### src/rtl/vip_frame_cfg_ctrl_if.sv
// ---------------------------------------------------------------------------
// vip_frame_cfg_ctrl_if
// Groups the video timing, host configuration and status signals of the
// frame configuration controller.
//   master : the side that drives video timing and host config (source/host)
//   slave  : the controller itself
// Signals
//   per_frame_vsync/href/clken : pipeline input timing (vsync high = frame)
//   cfg_wr_en, cfg_mode, cfg_threshold : host config write strobe + payload
//   err_clr                    : strobe clearing the sticky error flags
//   Sobel_Threshold, out_sel   : active (frame-committed) settings
//   cfg_pending                : shadow holds an uncommitted write
//   frame_cnt                  : completed frames, wrapping
//   size_err, timeout_err      : sticky error flags
// ---------------------------------------------------------------------------
interface vip_frame_cfg_ctrl_if;
  logic        per_frame_vsync;
  logic        per_frame_href;
  logic        per_frame_clken;
  logic        cfg_wr_en;
  logic [1:0]  cfg_mode;
  logic [7:0]  cfg_threshold;
  logic        err_clr;
  logic [7:0]  Sobel_Threshold;
  logic [1:0]  out_sel;
  logic        cfg_pending;
  logic [15:0] frame_cnt;
  logic        size_err;
  logic        timeout_err;

  modport master (
    output per_frame_vsync, per_frame_href, per_frame_clken,
    output cfg_wr_en, cfg_mode, cfg_threshold, err_clr,
    input  Sobel_Threshold, out_sel, cfg_pending, frame_cnt,
    input  size_err, timeout_err
  );

  modport slave (
    input  per_frame_vsync, per_frame_href, per_frame_clken,
    input  cfg_wr_en, cfg_mode, cfg_threshold, err_clr,
    output Sobel_Threshold, out_sel, cfg_pending, frame_cnt,
    output size_err, timeout_err
  );
endinterface

### src/rtl/vip_frame_cfg_ctrl.sv
// ---------------------------------------------------------------------------
// vip_frame_cfg_ctrl
// Frame-synchronous controller for the RGB->Y->Sobel->Erosion pipeline.
// Host writes land in a shadow register and are committed to the active
// settings only at start-of-frame, so a frame never sees mixed settings.
// Also counts frames and checks line/frame geometry and vsync duration.
// Ports
//   clk   : pixel clock
//   rst_n : synchronous active-low reset
//   bus   : vip_frame_cfg_ctrl_if.slave (timing in, config in, status out)
// All outputs come straight from registers.
// ---------------------------------------------------------------------------
module vip_frame_cfg_ctrl #(
  parameter logic [11:0] IMG_HDISP   = 12'd1280,
  parameter logic [11:0] IMG_VDISP   = 12'd720,
  parameter logic [23:0] TIMEOUT_CYC = 24'd2000000
) (
  input  logic                 clk,
  input  logic                 rst_n,
  vip_frame_cfg_ctrl_if.slave  bus
);

  typedef enum logic [1:0] {
    ST_SYNC     = 2'd0,
    ST_WAIT_SOF = 2'd1,
    ST_ACTIVE   = 2'd2
  } state_t;

  localparam logic [7:0] THR_RST = 8'd40;
  localparam logic [1:0] SEL_RST = 2'd1;

  // Increment that sticks at all-ones instead of wrapping.
  function automatic logic [11:0] sat_inc12(input logic [11:0] v);
    logic [11:0] r;
    if (v == 12'hFFF) begin
      r = v;
    end else begin
      r = v + 12'd1;
    end
    return r;
  endfunction

  state_t      state_r;
  logic        vsync_d_r;
  logic        href_d_r;
  logic [11:0] pix_cnt_r;
  logic [11:0] line_cnt_r;
  logic [23:0] tmo_cnt_r;
  logic [15:0] frame_cnt_r;
  logic [7:0]  shadow_thr_r;
  logic [1:0]  shadow_sel_r;
  logic [7:0]  thr_r;
  logic [1:0]  sel_r;
  logic        pending_r;
  logic        size_err_r;
  logic        timeout_err_r;

  logic        sof_s;
  logic        eof_s;
  logic        eol_s;
  logic        in_active_s;
  logic        cfg_load_s;
  logic        commit_s;
  logic [11:0] line_next_s;
  logic        size_set_s;
  logic        timeout_hit_s;

  assign sof_s       = bus.per_frame_vsync & ~vsync_d_r;
  assign eof_s       = ~bus.per_frame_vsync & vsync_d_r;
  assign eol_s       = ~bus.per_frame_href & href_d_r;
  assign in_active_s = (state_r == ST_ACTIVE);

  // Mode 3 is reserved: the whole write (threshold too) is discarded.
  assign cfg_load_s  = bus.cfg_wr_en & (bus.cfg_mode != 2'd3);
  assign commit_s    = (state_r == ST_WAIT_SOF) & sof_s & pending_r;

  // Line count as it stands after this cycle, so an eol coinciding with
  // eof is included in the frame-height check.
  assign line_next_s = eol_s ? sat_inc12(line_cnt_r) : line_cnt_r;

  // Geometry checks and timeout decision for the current cycle.
  always_comb begin
    size_set_s    = 1'b0;
    timeout_hit_s = 1'b0;
    if (in_active_s) begin
      size_set_s = (eol_s & (pix_cnt_r != IMG_HDISP)) |
                   (eof_s & (line_next_s != IMG_VDISP));
      // A regular end-of-frame takes precedence over an expiring timer.
      timeout_hit_s = ~eof_s & (tmo_cnt_r == (TIMEOUT_CYC - 24'd1));
    end else begin
      size_set_s    = 1'b0;
      timeout_hit_s = 1'b0;
    end
  end

  // One-cycle delayed timing copies for edge detection.
  always_ff @(posedge clk) begin
    if (!rst_n) begin
      vsync_d_r <= 1'b0;
      href_d_r  <= 1'b0;
    end else begin
      vsync_d_r <= bus.per_frame_vsync;
      href_d_r  <= bus.per_frame_href;
    end
  end

  // Frame tracking FSM with pixel/line/timeout counters and frame counter.
  always_ff @(posedge clk) begin
    if (!rst_n) begin
      state_r     <= ST_SYNC;
      pix_cnt_r   <= 12'd0;
      line_cnt_r  <= 12'd0;
      tmo_cnt_r   <= 24'd0;
      frame_cnt_r <= 16'd0;
    end else begin
      case (state_r)
        // Out of reset or after a timeout we may be mid-frame; wait for a
        // blanking gap so a partial frame is never counted.
        ST_SYNC: begin
          if (!bus.per_frame_vsync) begin
            state_r <= ST_WAIT_SOF;
          end
        end
        ST_WAIT_SOF: begin
          if (sof_s) begin
            state_r    <= ST_ACTIVE;
            pix_cnt_r  <= 12'd0;
            line_cnt_r <= 12'd0;
            tmo_cnt_r  <= 24'd0;
          end
        end
        ST_ACTIVE: begin
          if (eol_s) begin
            pix_cnt_r <= 12'd0;
          end else if (bus.per_frame_href && bus.per_frame_clken) begin
            pix_cnt_r <= sat_inc12(pix_cnt_r);
          end
          line_cnt_r <= line_next_s;
          tmo_cnt_r  <= tmo_cnt_r + 24'd1;
          if (eof_s) begin
            frame_cnt_r <= frame_cnt_r + 16'd1;
            state_r     <= ST_WAIT_SOF;
          end else if (timeout_hit_s) begin
            state_r <= ST_SYNC;
          end
        end
        default: begin
          state_r <= ST_SYNC;
        end
      endcase
    end
  end

  // Shadow/active configuration registers and pending flag.
  always_ff @(posedge clk) begin
    if (!rst_n) begin
      shadow_thr_r <= THR_RST;
      shadow_sel_r <= SEL_RST;
      thr_r        <= THR_RST;
      sel_r        <= SEL_RST;
      pending_r    <= 1'b0;
    end else begin
      // Commit reads the old shadow, so a write in the sof cycle is kept
      // for the following frame.
      if (commit_s) begin
        thr_r <= shadow_thr_r;
        sel_r <= shadow_sel_r;
      end
      if (cfg_load_s) begin
        shadow_thr_r <= bus.cfg_threshold;
        shadow_sel_r <= bus.cfg_mode;
        pending_r    <= 1'b1;
      end else if (commit_s) begin
        pending_r <= 1'b0;
      end
    end
  end

  // Sticky error flags; a new error beats a simultaneous clear.
  always_ff @(posedge clk) begin
    if (!rst_n) begin
      size_err_r    <= 1'b0;
      timeout_err_r <= 1'b0;
    end else begin
      size_err_r    <= size_set_s | (size_err_r & ~bus.err_clr);
      timeout_err_r <= timeout_hit_s | (timeout_err_r & ~bus.err_clr);
    end
  end

  assign bus.Sobel_Threshold = thr_r;
  assign bus.out_sel         = sel_r;
  assign bus.cfg_pending     = pending_r;
  assign bus.frame_cnt       = frame_cnt_r;
  assign bus.size_err        = size_err_r;
  assign bus.timeout_err     = timeout_err_r;

endmodule

### src/flat_wrapper.sv
// flat-port wrapper written by rule: the top's interface ports become plain ports
module vip_frame_cfg_ctrl_flat 
#(
  parameter logic [11:0] IMG_HDISP   = 12'd1280,
  parameter logic [11:0] IMG_VDISP   = 12'd720,
  parameter logic [23:0] TIMEOUT_CYC = 24'd2000000
)
  (clk, rst_n, bus_per_frame_vsync, bus_per_frame_href, bus_per_frame_clken, bus_cfg_wr_en, bus_cfg_mode, bus_cfg_threshold, bus_err_clr, bus_Sobel_Threshold, bus_out_sel, bus_cfg_pending, bus_frame_cnt, bus_size_err, bus_timeout_err);
  vip_frame_cfg_ctrl_if bus_i ();
  input  logic clk;
  input  logic rst_n;
  input wire logic [$bits(bus_i.per_frame_vsync)-1:0] bus_per_frame_vsync;
  input wire logic [$bits(bus_i.per_frame_href)-1:0] bus_per_frame_href;
  input wire logic [$bits(bus_i.per_frame_clken)-1:0] bus_per_frame_clken;
  input wire logic [$bits(bus_i.cfg_wr_en)-1:0] bus_cfg_wr_en;
  input wire logic [$bits(bus_i.cfg_mode)-1:0] bus_cfg_mode;
  input wire logic [$bits(bus_i.cfg_threshold)-1:0] bus_cfg_threshold;
  input wire logic [$bits(bus_i.err_clr)-1:0] bus_err_clr;
  output wire logic [$bits(bus_i.Sobel_Threshold)-1:0] bus_Sobel_Threshold;
  output wire logic [$bits(bus_i.out_sel)-1:0] bus_out_sel;
  output wire logic [$bits(bus_i.cfg_pending)-1:0] bus_cfg_pending;
  output wire logic [$bits(bus_i.frame_cnt)-1:0] bus_frame_cnt;
  output wire logic [$bits(bus_i.size_err)-1:0] bus_size_err;
  output wire logic [$bits(bus_i.timeout_err)-1:0] bus_timeout_err;
  assign bus_i.per_frame_vsync = bus_per_frame_vsync;
  assign bus_i.per_frame_href = bus_per_frame_href;
  assign bus_i.per_frame_clken = bus_per_frame_clken;
  assign bus_i.cfg_wr_en = bus_cfg_wr_en;
  assign bus_i.cfg_mode = bus_cfg_mode;
  assign bus_i.cfg_threshold = bus_cfg_threshold;
  assign bus_i.err_clr = bus_err_clr;
  assign bus_Sobel_Threshold = bus_i.Sobel_Threshold;
  assign bus_out_sel = bus_i.out_sel;
  assign bus_cfg_pending = bus_i.cfg_pending;
  assign bus_frame_cnt = bus_i.frame_cnt;
  assign bus_size_err = bus_i.size_err;
  assign bus_timeout_err = bus_i.timeout_err;
  vip_frame_cfg_ctrl #(.IMG_HDISP(IMG_HDISP), .IMG_VDISP(IMG_VDISP), .TIMEOUT_CYC(TIMEOUT_CYC)) u_core (.clk(clk), .rst_n(rst_n), .bus(bus_i));
endmodule
### config.mk
export PLATFORM = sky130hd
export DESIGN_NAME = vip_frame_cfg_ctrl_flat
export DESIGN_NICKNAME = d
export VERILOG_FILES = /design/src/rtl/vip_frame_cfg_ctrl_if.sv /design/src/rtl/vip_frame_cfg_ctrl.sv /design/src/flat_wrapper.sv
export SDC_FILE = /design/constraint.sdc
export NUM_CORES = 1
export LEC_CHECK = 0
export CAP_MARGIN = 40
export CELL_PAD_IN_SITES_DETAIL_PLACEMENT = 1
export CELL_PAD_IN_SITES_GLOBAL_PLACEMENT = 2
export CORE_UTILIZATION = 38
export CTS_BUF_LIST = sky130_fd_sc_hd__clkbuf_8
export CTS_CLUSTER_DIAMETER = 100
export DETAILED_ROUTE_END_ITERATION = 10
export PLACE_DENSITY_LB_ADDON = 0.1
export REMOVE_ABC_BUFFERS = 1
export SYNTH_ARGS = -nofsm -noshare
export SYNTH_HDL_FRONTEND = slang
export SYNTH_SLANG_ARGS = --single-unit
### constraint.sdc
create_clock -name clk -period 2.8 [get_ports clk]
set_input_delay 0.28 -clock clk [delete_from_list [all_inputs] [get_ports clk]]
set_output_delay 0.28 -clock clk [all_outputs]
set_load 0.01 [all_outputs]
; Word level (Yosys, flattened, before mapping)
; Cells that the tools add are included.
[totals]
reg_bits = 91
latchBits = 0
ramBits = 0
rom_bits = 0
in_bits = 17
out_inout_bits = 29
word_cells = 77
mem_count = 0
[op_classes]
add_sub_neg = 4
n_mul = 0
div_mod_pow = 0
order_cmp = 0
eq_ne = 13
n_shift = 0
n_mux = 19
bitwise_logic = 19
n_reduce_logical = 8
[ops]
columns = op, n
row1 = $mux 12, 6
row2 = $pmux 12 s2, 2
row3 = $pmux 24 s2, 1
row4 = $add 12x1->12 const B, 2
row5 = $add 24x1->24 const B, 1
row6 = $eq 12x12->1 const B, 2
row7 = $eq 24x21->1 const B, 1
row8 = $mux 24, 1
row9 = $add 16x1->16 const B, 1
row10 = $ne 12x10->1 const B, 1
row11 = $ne 12x11->1 const B, 1
row12 = $and 1x1->1, 11
row13 = $ne 3x2->1 const B, 3
row14 = $mux 2, 4
row15 = $pmux 2 s3, 1
row16 = $not 1->1, 5
row17 = $mux 1, 4
row18 = $ne 2x2->1 const B, 2
row19 = $reduce_and 2->1, 2
row20 = $reduce_and 4->1, 1
row21 = $reduce_bool 2->1, 2
row22 = $or 1x1->1, 3
row23 = $reduce_and 3->1, 1
row24 = $eq 2x1->1 const B, 1
row25 = 4 further kinds, 4

; Logic depth before layout (Yosys ltp)
; Gate-level depths: netlist of run 1.
[depth]
ltp_word = 8
ltp_mapped = 7
depth_no_buf = 7

; Worst setup path before layout of run 1
; No wires, ideal clock.
[synth_timing]
path_kind = flip-flop to flip-flop
startpoint = register u_core.tmo_cnt_r[0]
endpoint = register u_core.tmo_cnt_r[18]
setup_time_ps = 132
t_arrival_ps = 1601
required_time_ps = 2668
slack_ps = 1067
stages_incl_launch_ff = 8
n_path_buf = 1
period_less_slack_ps = 1733
path_cell_list = dfxtp_1 > ha_1 > and3_1 > clkbuf_1 > nand2_1 > nor3_2 > a31o_2 > a21oi_1
[synth_between]
elab_chain_cells = 2
[synth_rtl]
columns = item, line
row1 = start: declaration, vip_frame_cfg_ctrl.sv:48  ; logic [23:0] tmo_cnt_r;
row2 = start signal: assignment, vip_frame_cfg_ctrl.sv:139  ; tmo_cnt_r <= tmo_cnt_r + 24'd1;
row3 = $add 24x1->24, vip_frame_cfg_ctrl.sv:139
row4 = $pmux 24 s2, vip_frame_cfg_ctrl.sv:116  ; case (state_r)
; No other way between the ends.
; A chain may end at the register's enable or synchronous reset.

; Worst setup path in the final report of run 1
[layout_timing]
startpoint = register u_core.tmo_cnt_r[0]
endpoint = register u_core.tmo_cnt_r[14]
; The elaborated chain is that of the path after synthesis.

==> metrics, run 1 <==
CP Class reg2reg; Final GP Congestion a little over 0.8; Pleak between 1.5 and 2 nW; commonest non-fill, non-tap cell in the layout dfxtp_1; Routed WL between 10,000 and 15,000 µm; Post-Synth Simple-Gate Area 0.313; final hold slack between 0.4 and 0.5 ns; DPL Wire Length ~8300 µm; Row Count 38; Overall Global Routing Usage 0.207; Synth Cell Area ~0.0044 mm²; Synth Area in Compound Gates 0.163; Port Buf Inserts 45; syn avg cell area ~8 µm²; most frequent cells in the layout dfxtp_1 (91), nand2_1 (83), nor2_1 (51), a21oi_1 (51), clkdlybuf4s50_1 (45); Hold Crit Depth 2; largest family of logic cells by synthesized area simple AND/OR/NAND/NOR gates; pwr dens roughly 450 mW/mm²; number of synthesis warnings 0; total core area 0.0110 mm²; clk root buf clkbuf_8; Setup WS post-layout about 0.73 ns; Slew HR 0.601; Fillers roughly 1.3k; layout cells sized above 1 0.0666; status finished, final reports clean; Hold/Removal Path Class reg2reg; Pre-antenna DRT Iters 4; register area 0.00182 mm²; cells on worst reg2reg path 6; area of the multi-input gates between 0.002 and 0.0025 mm²; final design utilization 0.467; max cap viols 0; nets ~600; vias per inst 5.60; Setup crit start kind flip-flop; XOR/XNOR share of the synthesized area 0.0400; GR Overflow Total 0; initial antenna violation count 0; Initial Utilization 0.397; Yosys reg bits 91; Max IR drop VDD 0.000395 V; Num CTS Buffers 9; H-tree depth 3; Routed WL per cell approximately 16 µm; required time of the worst setup path between 3 and 4 ns; multiplexer area fraction after synthesis 0.0220; clk slew on worst S/H paths approximately 0.1 ns; Antenna Cells 0; drt drc 0; sequential share of the synthesized area 0.416; worst-case clock buffer depth 2; Die Y ~110 µm; Power Total approximately 2.3 mW; clock period minus worst slack about 2.1 ns; Post-CTS Setup Bufs 0; Achievable Freq a little under 500 MHz; unrepaired setup endpoints after global routing false; cts hold-fix bufs 0; synthesized instance count about 540; routed via count between 4k and 5k; vias in the first global route 3,897; Slew Limit Fails 0; clock skew around 0.012 ns; # IOs 46; CTS tree built; CP arrival roughly 2.4 ns; Most used DFF post-synth dfxtp_1; Antenna Nets Post-Route 0; area grow syn2layout 17.6%; CP endpoint kind flip-flop; PostCTS Resize Cnt 0; Adder-Cell Fraction of Synth Area 0.0143; Post-synth ARST share 0; Least-Margin Pin Slew between 0.5 and 0.6 ns; # setup viols final 0; library cells used by synthesis 60; crit share post-route 0.738; clk_lat worst skew about 0.38 ns; first-pass GRT wire length between 15,000 and 20,000 µm; Sink Count 91; largest net degree at the start of global routing 52; Post-synth EDFFs 0; worst-path fanout max 8; Die ar. between 0.01 and 0.015 mm²; pre-CTS WS approximately 0.55 ns; die width about 110 µm; setup_tns 0 ns; initial DRC count 150; Hold Vio Cnt, Final 0
[per-layer routing]
metal  vias up  track usage  wire length [µm]
met3        18       0.0468               370
met1      1970        0.262              5590
li1       2024            -                 -
met5         -            0                 0
met2        53        0.343              5580
met4         0       0.0771               225
[final timing paths]
kind	start	end	slack, ns
worst min-delay path	u_core.shadow_thr_r[4]	u_core.bus.Sobel_Threshold[4]	0.45
worst max-delay path	u_core.tmo_cnt_r[0]	u_core.tmo_cnt_r[14]	0.73
worst max register to register	u_core.tmo_cnt_r[0]	u_core.tmo_cnt_r[14]	0.73
worst min register to register	u_core.shadow_thr_r[4]	u_core.bus.Sobel_Threshold[4]	0.45
[per-stage QoR]
step,instances,instance area [µm²]
global route,726,5150
CTS,726,5150
floorplan,517,4280
detailed placement,710,4980
global placement,710,4980
finish,726,5150
[where the power goes]
group / total, mW / internal [mW] / switching [mW]
logic: 0.144 / 0.0573 / 0.0862
registers: 1.32 / 1.31 / 0.0116
clock network: 0.837 / 0.345 / 0.493
[critical path: stages, from the launching register on]
cell	delay, ns
dfxtp_1	0.39
ha_1	0.20
and3_1	0.30
nand2_1	0.22
nor3_2	0.52
nor2_1	0.08
a311oi_1	0.27
[cells by family after synthesis]
kind of cell / after synthesis
multiplexers: 9
buffers and inverters: 34
AND/OR/NAND/NOR: 266
XOR/XNOR: 20
adder cells (fa/ha/maj): 5
AO/OA/AOI/OAI: 117
flip-flops: 91
[layout make-up]
class                      count  area share
timing repair buffer          53       0.101
multi-input combinational    417       0.470
clock inverter                 6     0.00801
tap                          140      0.0340
clock buffer                  10      0.0267
inverter                       9     0.00655
sequential                    91       0.353
[registers in the layout (all words and copies together), names as in the netlist]
register	cells
u_core.tmo_cnt_r	24
u_core.bus.frame_cnt	16
u_core.line_cnt_r	12
u_core.pix_cnt_r	12
u_core.bus.Sobel_Threshold	8
u_core.shadow_thr_r	8
u_core.bus.out_sel	2
u_core.shadow_sel_r	2
u_core.state_r	2
u_core.bus.cfg_pending	1
u_core.bus.size_err	1
u_core.bus.timeout_err	1
u_core.href_d_r	1
u_core.vsync_d_r	1
[synth_stat cells (3+ instances only)]
cell	number	area (µm²)
or3_1	12	75.1
nor4b_1	3	26.3
nand2b_1	4	25.0
o211a_1	3	30.0
and4_1	8	70.1
mux2i_1	4	40.0
o211ai_1	3	22.5
xor2_1	13	114
nor2b_1	6	37.5
a21oi_1	51	255
or4_1	3	22.5
nand4_1	11	68.8
nor2_1	51	191
a31o_2	4	35.0
xnor2_1	7	61.3
a31oi_1	7	43.8
inv_1	8	30.0
nor3_1	8	40.0
dfxtp_1	91	1820
nand3_1	32	160
a211oi_1	4	30.0
buf_2	3	15.0
nor4_1	5	31.3
and3_1	14	87.6
o21ai_0	26	130
ha_1	5	62.6
a311oi_1	4	35.0
mux2_1	3	33.8
and2_1	7	43.8
clkbuf_1	19	71.3
nand2_1	83	312
nand4b_1	4	35.0
No activity file was read; power rests on OpenSTA's default activity.
==> run 2: changes to the inputs <==
Settings changed: CORE_UTILIZATION 38 to 32.
Clock period 2.8 ns to 1.7 ns, I/O delays scaled along.
==> run 2 against run 1 <==
- routed wire length is 13% higher
- power is 76% higher
- maximum frequency is 23% higher
- sequential share of layout area is 5.1 points lower
- critical path type unchanged
==> metrics, run 2 (synthesis gave the netlist of run 1 again) <==
Die Y between 100 and 150 µm; Num CTS Buffers 9; vias per inst between 5 and 6; nets between 600 and 700; Least-Margin Pin Slew between 0.3 and 0.4 ns; max reg flops 24; clock period minus worst slack 1.68 ns; Sink Count 91; cts hold-fix bufs 0; Pleak 2.22 nW; Routed WL 13,300 µm; area grow syn2layout 39.6%; Reg with most FFs u_core.tmo_cnt_r; WL met3 just over 300 µm; Placed Area 0.00559 mm²; met2 routed WL between 6000 and 7000 µm; met1 WL between 6000 and 7000 µm; Antenna Cells 0; CP Class reg2reg; worst-path fanout max 10; Power Total between 4 and 5 mW; clk slew on worst S/H paths 0.10 ns; Routed WL per cell between 15 and 20 µm; Die ar. 0.0142 mm²; clk root buf clkbuf_8; GR Overflow Total 0; # setup viols final 0; crit share post-route 0.990; max cap viols 0; CTS tree built; clk_lat worst skew slightly below 0.4 ns; max layer used met4; required time of the worst setup path ~2.0 ns; Final GP Congestion ~0.81; Sw Share 0.257; CP endpoint kind flip-flop; Finished Cell Area a little over 0.006 mm²; most frequent cells in the layout nand2_1 (81), dfxtp_1 (76), buf_4 (73), nor2_1 (50), a21oi_1 (48); routed via count 4,420; unrepaired setup endpoints after global routing true; Pre-antenna DRT Iters 4; H-tree depth 3; CP arrival between 2 and 2.5 ns; Reg power frac 0.535; Slew Limit Fails 0; worst-case clock buffer depth 2; Max IR drop VDD between 0.0003 and 0.0004 V; Antenna Nets Post-Route 0; DPL Wire Length a little over 9000 µm; Initial Utilization 0.330; first-pass GRT wire length roughly 22,000 µm; pwr dens about 660 mW/mm²; total core area 0.0133 mm²; layout cells sized above 1 0.240; Clk pwr share 0.388; Hold/Removal Path Class in2reg; Port Buf Inserts 45; # IOs 46; commonest non-fill, non-tap cell in the layout nand2_1; Row Count 42; Setup crit start kind flip-flop; Slew HR 0.753; initial DRC count approximately 190; Comb pwr share 0.077; Psw 1.04 mW; slowest CP cell or3_4; Overall Global Routing Usage 0.195; Hold Vio Cnt, Final 0; max incr delay on CP ~0.40 ns; clock skew around 0.010 ns; status finished, final reports clean; crit-path cells nand2b_2, buf_6, nand2_4, buf_4, o2111ai_4, or3_4, a21oi_2; Achievable Freq slightly below 600 MHz; drt drc 0; largest net degree at the start of global routing 27; initial antenna violation count 0; die width between 100 and 150 µm; vias in the first global route 4,443; total internal power ~3 mW
[run 2: cell count changes in the layout (fill, tap and decap cells not counted), moves of 10 or more]
cell,delta
dfxtp_2,+12
buf_6,+10
buf_4,+66
dfxtp_1,-15
[run 2: path summary, 6_finish.rpt]
check | startpoint | slack [ns] | endpoint | depth (start not counted)
setup / recovery | u_core.state_r[0] | 0.02 | u_core.pix_cnt_r[6] | 7
hold / removal | bus_cfg_threshold[7] | 0.33 | u_core.shadow_thr_r[7] | 3
setup reg to reg | u_core.state_r[0] | 0.02 | u_core.pix_cnt_r[6] | 7
hold reg to reg | u_core.shadow_thr_r[1] | 0.46 | u_core.bus.Sobel_Threshold[1] | 2
[run 2: what timing repair did]
action                     in CTS  in global routing
pin swaps                       2                 12
resized for setup               8                 62
setup endpoints to repair      16                 34
setup buffers                   2                  5
cloned                          0                  2
[run 2: routing by layer]
layer  vias up  track usage
met5         -            0
met4         0       0.0775
met3        16       0.0326
met2        53        0.321
met1      2165        0.253
li1       2186            -
[run 2: stage by stage]
stage	utilization	TNS (ns)	instances	setup slack (ns)	hold WS, ns
floorplan	-	-11.81	517	-0.721	0.242
global placement	0.420	-3.32	818	-0.205	0.439
detailed placement	0.420	-4.62	818	-0.255	0.446
CTS	0.438	0	836	0.00173	0.311
global route	0.460	-0.154	842	-0.0529	0.343
finish	0.460	0	842	0.0164	0.331
[run 2: cell type report]
type                            instances  area (µm²)
Tap cell                              176         220
Inverter                                9        33.8
Multi-Input combinational cell        418        2640
Timing Repair Buffer                  132        1180
Sequential cell                        91        1850
Clock inverter                          6        65.1
Fill cell                            1591        7180
Clock buffer                           10         138
[run 2: worst max-delay path, delay by kind of cell (launching register included)]
kind | cells | cell delay (ns)
and+or+nand+nor | 3 | 0.71
buffers and inverters | 2 | 0.32
DFF | 1 | 0.33
AOI/OAI and AO/OA | 2 | 0.27
[run 2: power by group through the flow]
| stage | Sequential, mW | Combinational (mW) | Clock (mW) |
|---|---|---|---|
| 6_report | 2.17 | 0.313 | 1.57 |
| 5_1_grt | 2.17 | 0.344 | 1.71 |
| 4_1_cts | 2.17 | 0.295 | 1.63 |
| 3_5_place_dp | 2.22 | 0.293 | 0 |
| 3_3_place_gp | 2.22 | 0.286 | 0 |
| 2_1_floorplan | 2.22 | 0.110 | 0 |
==> run 3: changes to the inputs <==
Settings changed: CAP_MARGIN 40 to 5, SLEW_MARGIN set to 10.
==> results of run 3 <==
Final layout, timing and power as in run 2 (identical DEF).
